==> src/rtl/pipe_pkg.sv <==
// Shared pipeline definitions: operand forward-select encoding and default widths.
package pipe_pkg;

    localparam int DW_DEF   = 32;
    localparam int RW_DEF   = 5;
    localparam int LATW_DEF = 4;

    typedef enum logic [2:0] {
        FWD_RF,
        FWD_EX,
        FWD_MEM_ALU,
        FWD_MEM_MO,
        FWD_LONG,
        FWD_ZERO
    } fwd_e;

endpackage

==> src/rtl/pipe_fwd_sel.sv <==
// One operand's forwarding mux: r0, EX ALU, MEM ALU, MEM load, long unit, then regfile.
module pipe_fwd_sel
    import pipe_pkg::*;
#(
    parameter int DW = DW_DEF,
    parameter int RW = RW_DEF
) (
    input  logic [RW-1:0] r,
    input  logic [DW-1:0] rf,
    input  logic          ewreg,
    input  logic          em2reg,
    input  logic [RW-1:0] ern,
    input  logic [DW-1:0] ealu,
    input  logic          mwreg,
    input  logic          mm2reg,
    input  logic [RW-1:0] mrn,
    input  logic [DW-1:0] malu,
    input  logic [DW-1:0] mmo,
    input  logic          lwreg,
    input  logic [RW-1:0] lrn,
    input  logic [DW-1:0] ldata,
    output logic [DW-1:0] d
);

    fwd_e sel;

    always_comb begin
        sel = FWD_RF;
        if (r == '0)
            sel = FWD_ZERO;
        else if (ewreg && !em2reg && ern == r)
            sel = FWD_EX;
        else if (mwreg && !mm2reg && mrn == r)
            sel = FWD_MEM_ALU;
        else if (mwreg && mm2reg && mrn == r)
            sel = FWD_MEM_MO;
        else if (lwreg && lrn == r)
            sel = FWD_LONG;
    end

    always_comb begin
        d = rf;
        unique case (sel)
            FWD_ZERO:    d = '0;
            FWD_EX:      d = ealu;
            FWD_MEM_ALU: d = malu;
            FWD_MEM_MO:  d = mmo;
            FWD_LONG:    d = ldata;
            default:     d = rf;
        endcase
    end

endmodule

==> src/rtl/pipe_fwd_sb.sv <==
// Decode-stage forwarding, load-use interlock and long-op scoreboard.
// Define PIPE_FWD_SB_STATS_EN to add the saturating stall_cycles counter.
module pipe_fwd_sb
    import pipe_pkg::*;
#(
    parameter int DW   = DW_DEF,
    parameter int RW   = RW_DEF,
    parameter int LATW = LATW_DEF,
    localparam int NREG = 2 ** RW
) (
    input  logic            clock,
    input  logic            resetn,
    input  logic            id_valid,
    input  logic            id_flush,
    input  logic [RW-1:0]   rs,
    input  logic [RW-1:0]   rt,
    input  logic            rs_used,
    input  logic            rt_used,
    input  logic            id_wreg,
    input  logic [RW-1:0]   id_rd,
    input  logic            id_long,
    input  logic [LATW-1:0] id_lat,
    input  logic [DW-1:0]   ra,
    input  logic [DW-1:0]   rb,
    input  logic            ewreg,
    input  logic            em2reg,
    input  logic [RW-1:0]   ern,
    input  logic [DW-1:0]   ealu,
    input  logic            mwreg,
    input  logic            mm2reg,
    input  logic [RW-1:0]   mrn,
    input  logic [DW-1:0]   malu,
    input  logic [DW-1:0]   mmo,
    input  logic            lwreg,
    input  logic [RW-1:0]   lrn,
    input  logic [DW-1:0]   ldata,
    output logic [DW-1:0]   da,
    output logic [DW-1:0]   db,
    output logic            rsrtequ,
    output logic            stall,
    output logic            issue,
`ifdef PIPE_FWD_SB_STATS_EN
    output logic [31:0]     stall_cycles,
`endif
    output logic [NREG-1:0] busy
);

    logic [LATW-1:0] cnt_q [NREG];
    logic [LATW-1:0] cnt_d [NREG];
    logic            load_use;
    logic            sb_raw;
    logic            sb_waw;
    logic            id_live;

    pipe_fwd_sel #(.DW(DW), .RW(RW)) u_sel_a (
        .r(rs), .rf(ra),
        .ewreg(ewreg), .em2reg(em2reg), .ern(ern), .ealu(ealu),
        .mwreg(mwreg), .mm2reg(mm2reg), .mrn(mrn),
        .malu(malu), .mmo(mmo),
        .lwreg(lwreg), .lrn(lrn), .ldata(ldata),
        .d(da)
    );

    pipe_fwd_sel #(.DW(DW), .RW(RW)) u_sel_b (
        .r(rt), .rf(rb),
        .ewreg(ewreg), .em2reg(em2reg), .ern(ern), .ealu(ealu),
        .mwreg(mwreg), .mm2reg(mm2reg), .mrn(mrn),
        .malu(malu), .mmo(mmo),
        .lwreg(lwreg), .lrn(lrn), .ldata(ldata),
        .d(db)
    );

    assign rsrtequ = (da == db);
    assign id_live = id_valid & ~id_flush;

    always_comb begin
        load_use = ewreg & em2reg & (ern != '0)
                 & ((rs_used & (ern == rs)) | (rt_used & (ern == rt)));
        // cnt==1 means the long result is on the writeback bus now
        sb_raw = (rs_used & (cnt_q[rs] > LATW'(1)))
               | (rt_used & (cnt_q[rt] > LATW'(1)));
        sb_waw = (id_wreg | id_long) & (id_rd != '0)
               & (cnt_q[id_rd] != '0);
        stall  = id_live & (load_use | sb_raw | sb_waw);
        issue  = id_live & ~stall;
    end

    always_comb begin
        cnt_d[0] = '0;
        for (int r = 1; r < NREG; r++) begin
            cnt_d[r] = cnt_q[r];
            if (cnt_q[r] != '0)
                cnt_d[r] = cnt_q[r] - LATW'(1);
            if (issue && id_long && id_rd == RW'(r))
                cnt_d[r] = (id_lat == '0) ? LATW'(1) : id_lat;
        end
    end

    always_ff @(posedge clock) begin
        if (!resetn) begin
            for (int r = 0; r < NREG; r++)
                cnt_q[r] <= '0;
        end else begin
            cnt_q <= cnt_d;
        end
    end

    always_comb begin
        busy = '0;
        for (int r = 0; r < NREG; r++)
            busy[r] = (cnt_q[r] != '0);
    end

`ifdef PIPE_FWD_SB_STATS_EN
    logic [31:0] stall_cycles_q;
    logic [31:0] stall_cycles_d;

    always_comb begin
        stall_cycles_d = stall_cycles_q;
        if (stall && stall_cycles_q != 32'hFFFF_FFFF)
            stall_cycles_d = stall_cycles_q + 32'd1;
    end

    always_ff @(posedge clock) begin
        if (!resetn)
            stall_cycles_q <= '0;
        else
            stall_cycles_q <= stall_cycles_d;
    end

    assign stall_cycles = stall_cycles_q;
`endif

endmodule
==> config.mk <==
export PLATFORM = sky130hd
export DESIGN_NAME = pipe_fwd_sb
export DESIGN_NICKNAME = d
export VERILOG_FILES = /design/src/rtl/pipe_pkg.sv /design/src/rtl/pipe_fwd_sel.sv /design/src/rtl/pipe_fwd_sb.sv
export SDC_FILE = /design/constraint.sdc
export NUM_CORES = 1
export LEC_CHECK = 0
export ABC_AREA = 1
export CAP_MARGIN = 25
export CORE_UTILIZATION = 52
export DETAILED_ROUTE_END_ITERATION = 12
export GPL_ROUTABILITY_DRIVEN = 0
export PLACE_DENSITY = 0.8
export SETUP_SLACK_MARGIN = 0.5
export SYNTH_ARGS = -nofsm -noshare
export SYNTH_HDL_FRONTEND = slang
export SYNTH_SLANG_ARGS = --single-unit
export TNS_END_PERCENT = 50
==> constraint.sdc <==
create_clock -name clock -period 3.3 [get_ports clock]
set_input_delay 0.66 -clock clock [delete_from_list [all_inputs] [get_ports clock]]
set_output_delay 0.66 -clock clock [all_outputs]
set_load 0.01 [all_outputs]
==> results.yml, run 1 <==
global_route:
  first_global_vias: 24882
  grt_remaining_overflow: 4
  grt_pass1_wl_mm: 155.5
  grt_max_degree: 39
  grt_use_total_pct: 75.04
logic_synthesis:
  syn_area_um2: 14020
  synth-seq-cells: 124
  yosysTopAreaCellShare_pct: 19.52
  yosysSeqAreaShare_pct: 17.71
  netlist_instances: 2445
  synth_area_leaders: "nand2_1, dfxtp_1, nand3_1, nor2_1, ha_1"
  yosysWarnings: 0
  synthFlopType: "dfxtp_1"
  avgSynthCellArea_um2: 5.734
  synthTopCellsByCount: "nand2_1, nor2_1, nand3_1"
  synth_async_sr_flop_share_pct: 0
  ys_types: 37
  synth_fp_nets: 2746
  synth-edff-count: 0
  synth.most_common_cell: "nand2_1"
  synth.largest_area_cell: "nand2_1"
clock_tree:
  clockBufferDepth: 2
  cts_buffers: 17
  clockRootBuffer: "clkbuf_16"
  clock-sinks: 124
  htreeDepth: 4
placed_design:
  placed_cells: 3219
  dpl-instance-area_um2: 19030
  io_buffers: 336
  hpwl_mm: 47.79
  dp_slack_ns: -1.291
die:
  num_io_pins: 338
  initial_core_util_pct: 53.34
  fp-row-count: 59
  dieWidth_um: 166.2
  die_y_um: 166.2
status:
  stop_stage: "global routing (5_1_grt)"
  status: "stopped before the end"
  stop_error: "[ERROR GRT-0116] Global routing finished with congestion. Check the congestion regions in the DRC Viewer."
cells by family after synthesis:
group	count (synthesis)	share of synthesized area (%)
other cells	1	0.02675
flops	124	17.71
simple gates	1519	47.77
xor+xnor	85	5.311
fa+ha+maj	62	5.534
buf+inv	315	10.17
compound gates	339	13.49
routing by layer:
metal,GRT overflow,track usage [%]
met3,0,65.40
met2,2,89.27
met1,1,74.99
met4,1,69.00
met5,0,36.87
through the flow:
step	hold slack (ns)	util (%)
floorplan	0.4642	-
global placement	0.4705	72.41
detailed placement	0.4821	72.41
CTS	0.4918	86.14
what timing repair did:
action	CTS
resized for setup	870
cloned	23
setup buffers	108
hold endpoints to repair	0
hold buffers	0
pin swaps	156
setup endpoints to repair	191
==> run 2, diff against run 1 <==
--- a/config.mk
+++ b/config.mk
@@ -7,11 +7,10 @@
 export LEC_CHECK = 0
 export ABC_AREA = 1
 export CAP_MARGIN = 25
-export CORE_UTILIZATION = 52
+export CORE_UTILIZATION = 40
 export DETAILED_ROUTE_END_ITERATION = 12
 export GPL_ROUTABILITY_DRIVEN = 0
-export PLACE_DENSITY = 0.8
-export SETUP_SLACK_MARGIN = 0.5
+export PLACE_DENSITY_LB_ADDON = 0.15
 export SYNTH_ARGS = -nofsm -noshare
 export SYNTH_HDL_FRONTEND = slang
 export SYNTH_SLANG_ARGS = --single-unit
==> run 2 against run 1 <==
The flow now finishes, with violations (setup timing). Synthesized cell count did not move. Area after synthesis did not move.
==> results.yml, run 2 <==
logic_synthesis:
  yosysWarnings: 0
  yosysTopAreaCellShare_pct: 19.52
  syn_area_um2: 14020
  synth.most_common_cell: "nand2_1"
  synth-edff-count: 0
  synth_fp_nets: 2746
  yosysSeqAreaShare_pct: 17.71
  avgSynthCellArea_um2: 5.734
  synthFlopType: "dfxtp_1"
  synth_async_sr_flop_share_pct: 0
  synth-seq-cells: 124
  synthTopCellsByCount: "nand2_1, nor2_1, nand3_1"
  synth.largest_area_cell: "nand2_1"
  synth_area_leaders: "nand2_1, dfxtp_1, nand3_1, nor2_1, ha_1"
  ys_types: 37
  netlist_instances: 2445
sta:
  fin_ws_ns: -0.6138
  worst_pin_slew_ns: 0.7037
  hold_viol: 0
  post-route-period-util_pct: 118.6
  slew_viol_final: 0
  relSlewSlack_pct: 52.73
  fin_skew_ns: 0.01159
  post-route-min-period_ns: 3.914
  max_freq_mhz: 255.5
  rsz0062_at_grt: "yes"
  finalSetupViolCount: 13
routing:
  dr_total_vias: 20489
  dr.pass1.iters: 6
  ant_nets: 0
  dr.first_iter.drc_count: 2188
  remaining_drc_errors: 0
  avgRoutedWirePerCell_um: 20.94
  routed_wirelength_mm: 74.01
  viasPerCell: 5.798
clock_tree:
  htreeDepth: 4
  cts_tree: "yes"
  clock_latency_ns: 0.43
  clock-sinks: 124
  cts_buffers: 17
  path_clk_slew_ns: 0.07
  clockBufferDepth: 2
  clockRootBuffer: "clkbuf_16"
finish:
  top_regs: "cnt_q (124)"
  postLayoutCellArea_um2: 23240
  largest_register_ffs: 124
  num-fill-cells: 2871
  regMostFlops: "cnt_q"
  area_delta_synth_final_pct: 65.76
  nets: 3357
  final_cell_mix: "nand2_1, nand3_1, buf_4"
  drive_gt1_share_pct: 29.16
  final_common_cell: "nand2_1"
  fin_util_pct: 67.27
power_and_ir_drop:
  power.total_uw: 13280
  p_per_area_nw_per_um2: 571.3
  power.leakage_uw: 0.01104
  peakVddDrop_uv: 688.2
die:
  num_io_pins: 338
  die_y_um: 189.2
  initial_core_util_pct: 40.58
  coreArea_um2: 34540
  fp-row-count: 68
  die-area_um2: 35800
  dieWidth_um: 189.2
placed_design:
  hpwl_mm: 49.31
  dp_slack_ns: -1.470
  io_buffers: 336
  dpl-instance-area_um2: 19510
worst_setup_path:
  r2r_setup_slack_ns: 0.24
  required_ns: 2.64
  r2r-start: "cnt_q[35]"
  worstPathArrival_ns: 3.25
  setup.worst_path.end_class: "output port"
  timing.rr.end: "cnt_q[54]"
  r2r_cells: 17
  cp_max_fo: 8
  startpoint_type: "input pin"
  critPathKind: "input pin to output port"
global_route:
  grt_use_met2_pct: 63.97
  antenna_found_initial: 10
  grt_use_total_pct: 38.42
  grt_remaining_overflow: 0
  grt_use_met3_pct: 6.951
  grtUsageMet1_pct: 44.87
  grt_max_degree: 35
  busiest_layer: "met2"
  grt_pass1_wl_mm: 107.1
  first_global_vias: 19326
job:
  maxCapViolCount: 0
worst_hold_path:
  min_from: "cnt_q[101]"
  holdPathStages: 2
  hold_path_end: "cnt_q[101]"
  hold_class: "flop to flop"
status:
  status: "complete, but fails checks"
  violations: "setup timing"
## run 2: cell counts after synthesis
Identical to the previous run, type by type.
## run 2: layout make-up
cell class,instances,area (um^2),area share (%)
multi-input combinational,2006,11630,50.04
timing repair buffer,706,7187,30.93
sequential,124,2482,10.68
inverter,201,769.5,3.311
tap,455,569.3,2.450
clock buffer,19,432.9,1.863
clock inverter,13,142.6,0.6138
antenna,10,25.02,0.1077
## run 2: worst max-delay path by stage
stage,from,to,slack [ns],cells past startpoint
after CTS,rt[4],rsrtequ,-0.44,24
after global routing,rt[2],rsrtequ,-0.70,24
after detailed placement,rt[1],rsrtequ,-1.47,20
after floorplan,rt[0],rsrtequ,0.12,19
final,rt[2],rsrtequ,-0.61,22
after global placement,rt[4],rsrtequ,-1.74,22
## run 2: worst max-delay path: stages
cell	delay, ns
buf_12	0.11
buf_4	0.13
nand2_2	0.05
nand2_1	0.07
nor2_2	0.15
nand4_1	0.16
buf_4	0.19
buf_6	0.11
nor2_4	0.13
buf_4	0.13
buf_8	0.14
nand2_4	0.05
nand2_2	0.08
nor2_2	0.05
o21ai_1	0.11
nand2_1	0.22
nor2_1	0.20
nand2_1	0.07
nor2_1	0.13
nand2_1	0.07
nor2_1	0.10
buf_2	0.15
## run 2: timing repair
action | CTS | global route
pin swaps | 136 | 186
hold buffers | 0 | 0
setup endpoints to repair | 191 | 154
cloned | 18 | 3
gates resized for setup | 653 | 362
buffers inserted | 113 | 46
## run 2: routing by layer
layer,wire (um),vias up,share of wire (%)
met5,30,-,0.041
li1,-,9285,-
met1,26470,9402,36
met3,8257,414,11
met4,6116,6,8.3
met2,33140,1382,45
## run 2: power breakdown
group / switching, uW / total (uW) / internal, uW
clock: 792 / 1910 / 1120
sequential: 472 / 2620 / 2140
combinational: 4910 / 8750 / 3840
total: 6170 / 13300 / 7100
## run 2: kinds of logic (layout without fill, tap and decap cells)
logic type               after synthesis  count (layout)  share of synthesized area, %
AO/OA/AOI/OAI                        339             339                         13.49
XOR/XNOR                              85              85                         5.311
flip-flops                           124             124                         17.71
buffers and inverters                315             939                         10.17
AND/OR/NAND/NOR                     1519            1519                         47.77
adder cells (fa/ha/maj)               62              62                         5.534
other                                  1              11                       0.02675
## run 2: through the flow
stage | hold slack [ns] | setup TNS, ns | instances
after global routing | 0.5177 | -5.118 | 3531
after detailed placement | 0.4771 | -173.53 | 3379
after CTS | 0.4868 | -1.209 | 3522
final | 0.4846 | -1.244 | 3534
after global placement | 0.4733 | -176.86 | 3378
after floorplan | 0.4642 | 0 | 2445
Note: power is estimated with default switching activity, not from simulation.
